**src/rtl/tdm_demux18_if.sv**
```systemverilog
// -----------------------------------------------------------------------------
// tdm_demux18_if
// Bundle of the serial TDM link signals and the published-frame outputs of
// the 1-to-8 TDM demultiplexer.
//   in, valid, sync        : serial beat from the link (driven by master)
//   out0..out7             : last complete frame, channel 0..7
//   sel                    : channel slot the next non-sync beat fills
//   locked                 : frame alignment established and intact
//   done / err             : one-cycle frame-published / framing-error pulses
// Modports: master = link side (drives beats, observes frame),
//           slave  = demultiplexer side.
// -----------------------------------------------------------------------------
interface tdm_demux18_if #(
    parameter int WIDTH = 1
);
    logic [WIDTH-1:0] in;
    logic             valid;
    logic             sync;
    logic [WIDTH-1:0] out0;
    logic [WIDTH-1:0] out1;
    logic [WIDTH-1:0] out2;
    logic [WIDTH-1:0] out3;
    logic [WIDTH-1:0] out4;
    logic [WIDTH-1:0] out5;
    logic [WIDTH-1:0] out6;
    logic [WIDTH-1:0] out7;
    logic [2:0]       sel;
    logic             locked;
    logic             done;
    logic             err;

    modport master (
        output in, valid, sync,
        input  out0, out1, out2, out3, out4, out5, out6, out7,
        input  sel, locked, done, err
    );

    modport slave (
        input  in, valid, sync,
        output out0, out1, out2, out3, out4, out5, out6, out7,
        output sel, locked, done, err
    );
endinterface

```
**src/rtl/tdm_demux18.sv**
```systemverilog
// -----------------------------------------------------------------------------
// tdm_demux18
// Receive end of an 8-channel serial TDM link. Each accepted beat is steered
// into a staging slot chosen by a channel counter that a sync beat aligns to
// channel 0. When the channel-7 beat arrives the whole frame is published on
// out0..out7 in one cycle and done pulses; framing faults pulse err.
// Ports:
//   clk  : system clock, rising edge
//   rst  : synchronous reset, active-high (clears frame, staging and flags)
//   bus  : tdm_demux18_if.slave -- beat inputs and published-frame outputs
// -----------------------------------------------------------------------------
module tdm_demux18 #(
    parameter int WIDTH = 1
) (
    input  logic          clk,
    input  logic          rst,
    tdm_demux18_if.slave  bus
);

    // Channels 0..6 wait here; channel 7 goes straight from the link to out7,
    // so a slot for it is not needed.
    logic [WIDTH-1:0] stage [0:6];
    logic [WIDTH-1:0] frame [0:7];
    logic [2:0]       sel_q;
    logic             locked_q;
    logic             done_q;
    logic             err_q;

    // NOTE: all state below uses non-blocking assignments so every register
    // samples the pre-edge values of the others, independent of statement order.
    always_ff @(posedge clk) begin
        if (rst) begin
            // NOTE: the staging array is cleared explicitly on reset because an
            // aborted partial frame must not survive a reset; this keeps the
            // array in flops rather than a RAM macro, which is fine at 7 words.
            for (int i = 0; i < 7; i++) stage[i] <= '0;
            for (int i = 0; i < 8; i++) frame[i] <= '0;
            sel_q    <= 3'd0;
            locked_q <= 1'b0;
            done_q   <= 1'b0;
            err_q    <= 1'b0;
        end else begin
            done_q <= 1'b0;
            err_q  <= 1'b0;
            if (bus.valid) begin
                if (bus.sync) begin
                    // A sync always starts a new frame; if one was in flight it
                    // is abandoned (its staged slots are simply overwritten later).
                    if (locked_q && (sel_q != 3'd0)) err_q <= 1'b1;
                    stage[0] <= bus.in;
                    sel_q    <= 3'd1;
                    locked_q <= 1'b1;
                end else if (locked_q) begin
                    if (sel_q == 3'd0) begin
                        // Expected a sync here: drop alignment and hunt again.
                        err_q    <= 1'b1;
                        locked_q <= 1'b0;
                    end else if (sel_q == 3'd7) begin
                        for (int i = 0; i < 7; i++) frame[i] <= stage[i];
                        frame[7] <= bus.in;
                        done_q   <= 1'b1;
                        sel_q    <= 3'd0;
                    end else begin
                        for (int i = 1; i < 7; i++) begin
                            if (sel_q == 3'(i)) stage[i] <= bus.in;
                        end
                        sel_q <= sel_q + 3'd1;
                    end
                end
                // Unlocked non-sync beats are dropped while hunting for sync.
            end
        end
    end

    assign bus.out0   = frame[0];
    assign bus.out1   = frame[1];
    assign bus.out2   = frame[2];
    assign bus.out3   = frame[3];
    assign bus.out4   = frame[4];
    assign bus.out5   = frame[5];
    assign bus.out6   = frame[6];
    assign bus.out7   = frame[7];
    assign bus.sel    = sel_q;
    assign bus.locked = locked_q;
    assign bus.done   = done_q;
    assign bus.err    = err_q;

endmodule

```
**src/flat_wrapper.sv**
```systemverilog
// flat-port wrapper written by rule: the top's interface ports become plain ports
module tdm_demux18_flat 
#(
    parameter int WIDTH = 1
)
  (clk, rst, bus_in, bus_valid, bus_sync, bus_out0, bus_out1, bus_out2, bus_out3, bus_out4, bus_out5, bus_out6, bus_out7, bus_sel, bus_locked, bus_done, bus_err);
  tdm_demux18_if #(.WIDTH(WIDTH)) bus_i ();
  input  logic clk;
  input  logic rst;
  input wire logic [$bits(bus_i.in)-1:0] bus_in;
  input wire logic [$bits(bus_i.valid)-1:0] bus_valid;
  input wire logic [$bits(bus_i.sync)-1:0] bus_sync;
  output wire logic [$bits(bus_i.out0)-1:0] bus_out0;
  output wire logic [$bits(bus_i.out1)-1:0] bus_out1;
  output wire logic [$bits(bus_i.out2)-1:0] bus_out2;
  output wire logic [$bits(bus_i.out3)-1:0] bus_out3;
  output wire logic [$bits(bus_i.out4)-1:0] bus_out4;
  output wire logic [$bits(bus_i.out5)-1:0] bus_out5;
  output wire logic [$bits(bus_i.out6)-1:0] bus_out6;
  output wire logic [$bits(bus_i.out7)-1:0] bus_out7;
  output wire logic [$bits(bus_i.sel)-1:0] bus_sel;
  output wire logic [$bits(bus_i.locked)-1:0] bus_locked;
  output wire logic [$bits(bus_i.done)-1:0] bus_done;
  output wire logic [$bits(bus_i.err)-1:0] bus_err;
  assign bus_i.in = bus_in;
  assign bus_i.valid = bus_valid;
  assign bus_i.sync = bus_sync;
  assign bus_out0 = bus_i.out0;
  assign bus_out1 = bus_i.out1;
  assign bus_out2 = bus_i.out2;
  assign bus_out3 = bus_i.out3;
  assign bus_out4 = bus_i.out4;
  assign bus_out5 = bus_i.out5;
  assign bus_out6 = bus_i.out6;
  assign bus_out7 = bus_i.out7;
  assign bus_sel = bus_i.sel;
  assign bus_locked = bus_i.locked;
  assign bus_done = bus_i.done;
  assign bus_err = bus_i.err;
  tdm_demux18 #(.WIDTH(WIDTH)) u_core (.clk(clk), .rst(rst), .bus(bus_i));
endmodule
```
**config.mk**
```make
export PLATFORM = sky130hd
export DESIGN_NAME = tdm_demux18_flat
export DESIGN_NICKNAME = d
export VERILOG_FILES = /design/src/rtl/tdm_demux18_if.sv /design/src/rtl/tdm_demux18.sv /design/src/flat_wrapper.sv
export SDC_FILE = /design/constraint.sdc
export NUM_CORES = 1
export LEC_CHECK = 0
export BUFFER_PORTS_ARGS = -buffer_cell sky130_fd_sc_hd__buf_2
export CORE_MARGIN = 8
export CORE_UTILIZATION = 60
export CTS_BUF_LIST = sky130_fd_sc_hd__clkbuf_8
export DETAILED_ROUTE_END_ITERATION = 6
export PLACE_DENSITY = 0.9
export SETUP_SLACK_MARGIN = 0.4
export SLEW_MARGIN = 20
export SYNTH_ARGS = -nofsm -noshare
export SYNTH_HDL_FRONTEND = slang
export SYNTH_SLANG_ARGS = --single-unit
```
**constraint.sdc**
```tcl
create_clock -name clk -period 2.55 [get_ports clk]
set_input_delay 0.255 -clock clk [delete_from_list [all_inputs] [get_ports clk]]
set_output_delay 0.255 -clock clk [all_outputs]
set_load 0.02 [all_outputs]
```
==> parameters.txt <==
Parameter                              Value

Place
  I/O Buffers    18
  DPL Wire Length    ~1.3 mm
  Final GP Congestion    between 0.8 and 0.9

Routing
  First-iteration detailed-routing DRC count    16
  Number of optimization iterations in the first detailed-route pass    4
  Average wire length per cell after detail routing    about 15 µm
  Vias    between 600 and 700
  Vias per cell    approximately 6
  Total detailed-routing wirelength    1.758 mm
  Remaining antenna violation count    0
  DRC Markers    0

Final layout
  Post-layout nets    between 100 and 150
  Fraction of layout instances using a drive strength above 1    0.2524
  Signed area change from the synthesized netlist to the final layout    14.46%
  Total inserted antenna cells    0

Clock tree
  Number of gates given a new drive strength after cts    0
  CTS H-tree lvls    1
  Clock buffer count from CTS    3
  Post-CTS setup buffer count    0
  Maximum root-to-sink buffer count    2
  Post-CTS Hold Buffers    0
  TritonCTS clock tree    yes
  CTS clk-pin slew, worst paths    ~0.070 ns
  Number of sinks on the clock net    21
  Buffer cell driving the clock tree root    sky130_fd_sc_hd__clkbuf_8
  Insertion delay of the later-clocked pin in the worst-skew pair    roughly 0.25 ns

Synth
  Synthesized flop and latch total    21
  Dominant cell by count in the synthesized netlist    sky130_fd_sc_hd__edfxtp_1
  Leading cell types by count after synthesis    sky130_fd_sc_hd__edfxtp_1, sky130_fd_sc_hd__and2_1, sky130_fd_sc_hd__ha_1, sky130_fd_sc_hd__dfxtp_1
  Share of Yosys cell area claimed by the top area cell type    0.4489
  Average cell area after synthesis    12.09 µm²
  Largest area contributor in the netlist    sky130_fd_sc_hd__edfxtp_1
  Top_reg_cell synth    sky130_fd_sc_hd__edfxtp_1
  EDFF count, synth    15
  Net count after synthesis    between 90 and 100
  Main area contributors after synthesis    sky130_fd_sc_hd__edfxtp_1, sky130_fd_sc_hd__dfxtp_1, sky130_fd_sc_hd__ha_1, sky130_fd_sc_hd__and2_1, sky130_fd_sc_hd__nor4b_4
  Unique cell type count in the Yosys netlist    31
  Async S/R FF share, synth    0
  Cells after synthesis    83
  Seq/Total Area, Yosys    0.5686
  Post-synth design cell area    about 1000 µm²
  Number of warnings reported in the yosys synthesis log    0

Setup path
  Worst setup EP type    flip-flop
  Maximum net fanout on the critical path    8
  WS Path Type    flip-flop to flip-flop
  Data arrival time of the worst path    1.87 ns
  Type of origin of the critical path    flip-flop
  CP peak stage delay    between 0.3 and 0.4 ns
  Crit path required time    2.49 ns
  Cell-by-cell trace of the critical path    inv_1, ha_1, and2b_4, nor2_1, a21o_1
  Critical Path Slowest Stage Cell    sky130_fd_sc_hd__dfxtp_1

Timing
  Final critical-path required period    slightly below 2 ns
  Share of the clock period used by the worst path    0.7598
  Setup repair after global routing missed its margin    false
  Worst Max-Slew Pin Slew    0.3671 ns
  Maximum frequency from static timing analysis    just over 500 MHz
  Sum of negative setup slack    0 ns
  Layout Skew    around 0.00069 ns
  Final max-slew violation count    0
  Final setup fails    0
  Max transition margin    0.7544
  Endpoints failing hold    0

Floorplan
  Placement row count    14
  I/O pins    19
  Width of the die    ~57 µm
  Die area    between 3000 and 4000 µm²
  Area of the placeable core    roughly 1500 µm²
  Effective utilization at floorplan    0.6510
  Die boundary height    56.90 µm

Pwr
  PwrDens    between 500 and 600 nW/µm²
  Leakage power    0.0005041 µW
  Pwr Total    645.7 µW
  Highest ir drop seen on vdd    about 0.00043 V

GRT
  Pin count of the biggest net entering global routing    12
  Via count of the first global-routing pass    roughly 700
  Total congestion overflow after global routing    0
  Tot GR Track Use    0.1146
  Wire length of the first global-routing pass    between 3 and 4 mm
  Initial antenna violation count    0

Flow run
  Max-cap violation count    0

Status
  Run status    finished clean

Worst hold path
  Type of the tightest min-delay check    primary input to flip-flop
## logic make-up after synthesis
logic type | Yosys count | synth area share
buf+inv | 7 | 0.02867
flops | 21 | 0.5686
xor+xnor | 1 | 0.008730
fa+ha+maj | 7 | 0.08728
compound gates | 12 | 0.08603
simple gates | 35 | 0.2207
## per-stage QoR
step                hold WS, ns  instances  worst slack (ns)  cell area [µm²]  utilization
floorplan                0.3418         83            0.7153             1003            -
global placement         0.5007        115            0.7546             1104       0.7159
detailed placement       0.5095        115            0.6790             1104       0.7159
CTS                      0.3251        119            0.6324             1149       0.7451
global route             0.3501        119            0.5309             1149       0.7451
finish                   0.3276        119            0.6124             1149       0.7451
## layout by cell type (no fill, tap or decap), types with 4 or more instances in the layout
cell type,count
sky130_fd_sc_hd__buf_2,18
sky130_fd_sc_hd__edfxtp_1,15
sky130_fd_sc_hd__and2_1,7
sky130_fd_sc_hd__ha_1,7
sky130_fd_sc_hd__inv_1,6
sky130_fd_sc_hd__dfxtp_1,6
sky130_fd_sc_hd__nand2_1,5
sky130_fd_sc_hd__nor2_1,4
## sequential cells by signal (all words and copies together) (netlist names)
register / count
u_core.stage: 7
u_core.bus.locked: 1
u_core.bus.done: 1
u_core.frame: 8
u_core.bus.sel: 3
u_core.bus.err: 1
## power by group
part,switching [µW],internal [µW]
combinational,36.8,20.7
sequential,4.74,377
clock,99.4,107
total,141,505
## worst max-delay path: cells and delay by family, from the launching register on
kind | cells | cell delay [ns]
flip-flops | 1 | 0.39
AND/OR/NAND/NOR | 2 | 0.53
buffers and inverters | 1 | 0.10
adder cells (fa/ha/maj) | 1 | 0.25
AO/OA/AOI/OAI | 1 | 0.36
## worst paths after layout
path	start	to	slack (ns)	depth (start not counted)
max	u_core.bus.sel[0]	u_core.frame[0][7]	0.61	5
min reg2reg	u_core.stage[0][0]	u_core.frame[0][0]	0.52	1
max reg2reg	u_core.bus.sel[0]	u_core.frame[0][7]	0.61	5
min	rst	u_core.bus.locked	0.33	2
## layer usage
metal | vias up | routed length (µm) | GRT usage
met5 | - | 0 | 0
met4 | 0 | 63 | 0.06376
met1 | 314 | 674 | 0.1114
li1 | 337 | - | -
met3 | 9 | 142 | 0.04719
met2 | 36 | 878 | 0.1984
## final cells by class
class	count	area (µm²)
well taps	16	20.02
inverters	5	18.77
fillers	110	392.9
clock buffers	3	41.29
clock inverters	1	3.754
flip-flops and latches	21	570.5
repair buffers	18	90.09
multi-input cells	55	404.1
No activity file was read; power rests on OpenSTA's default activity.
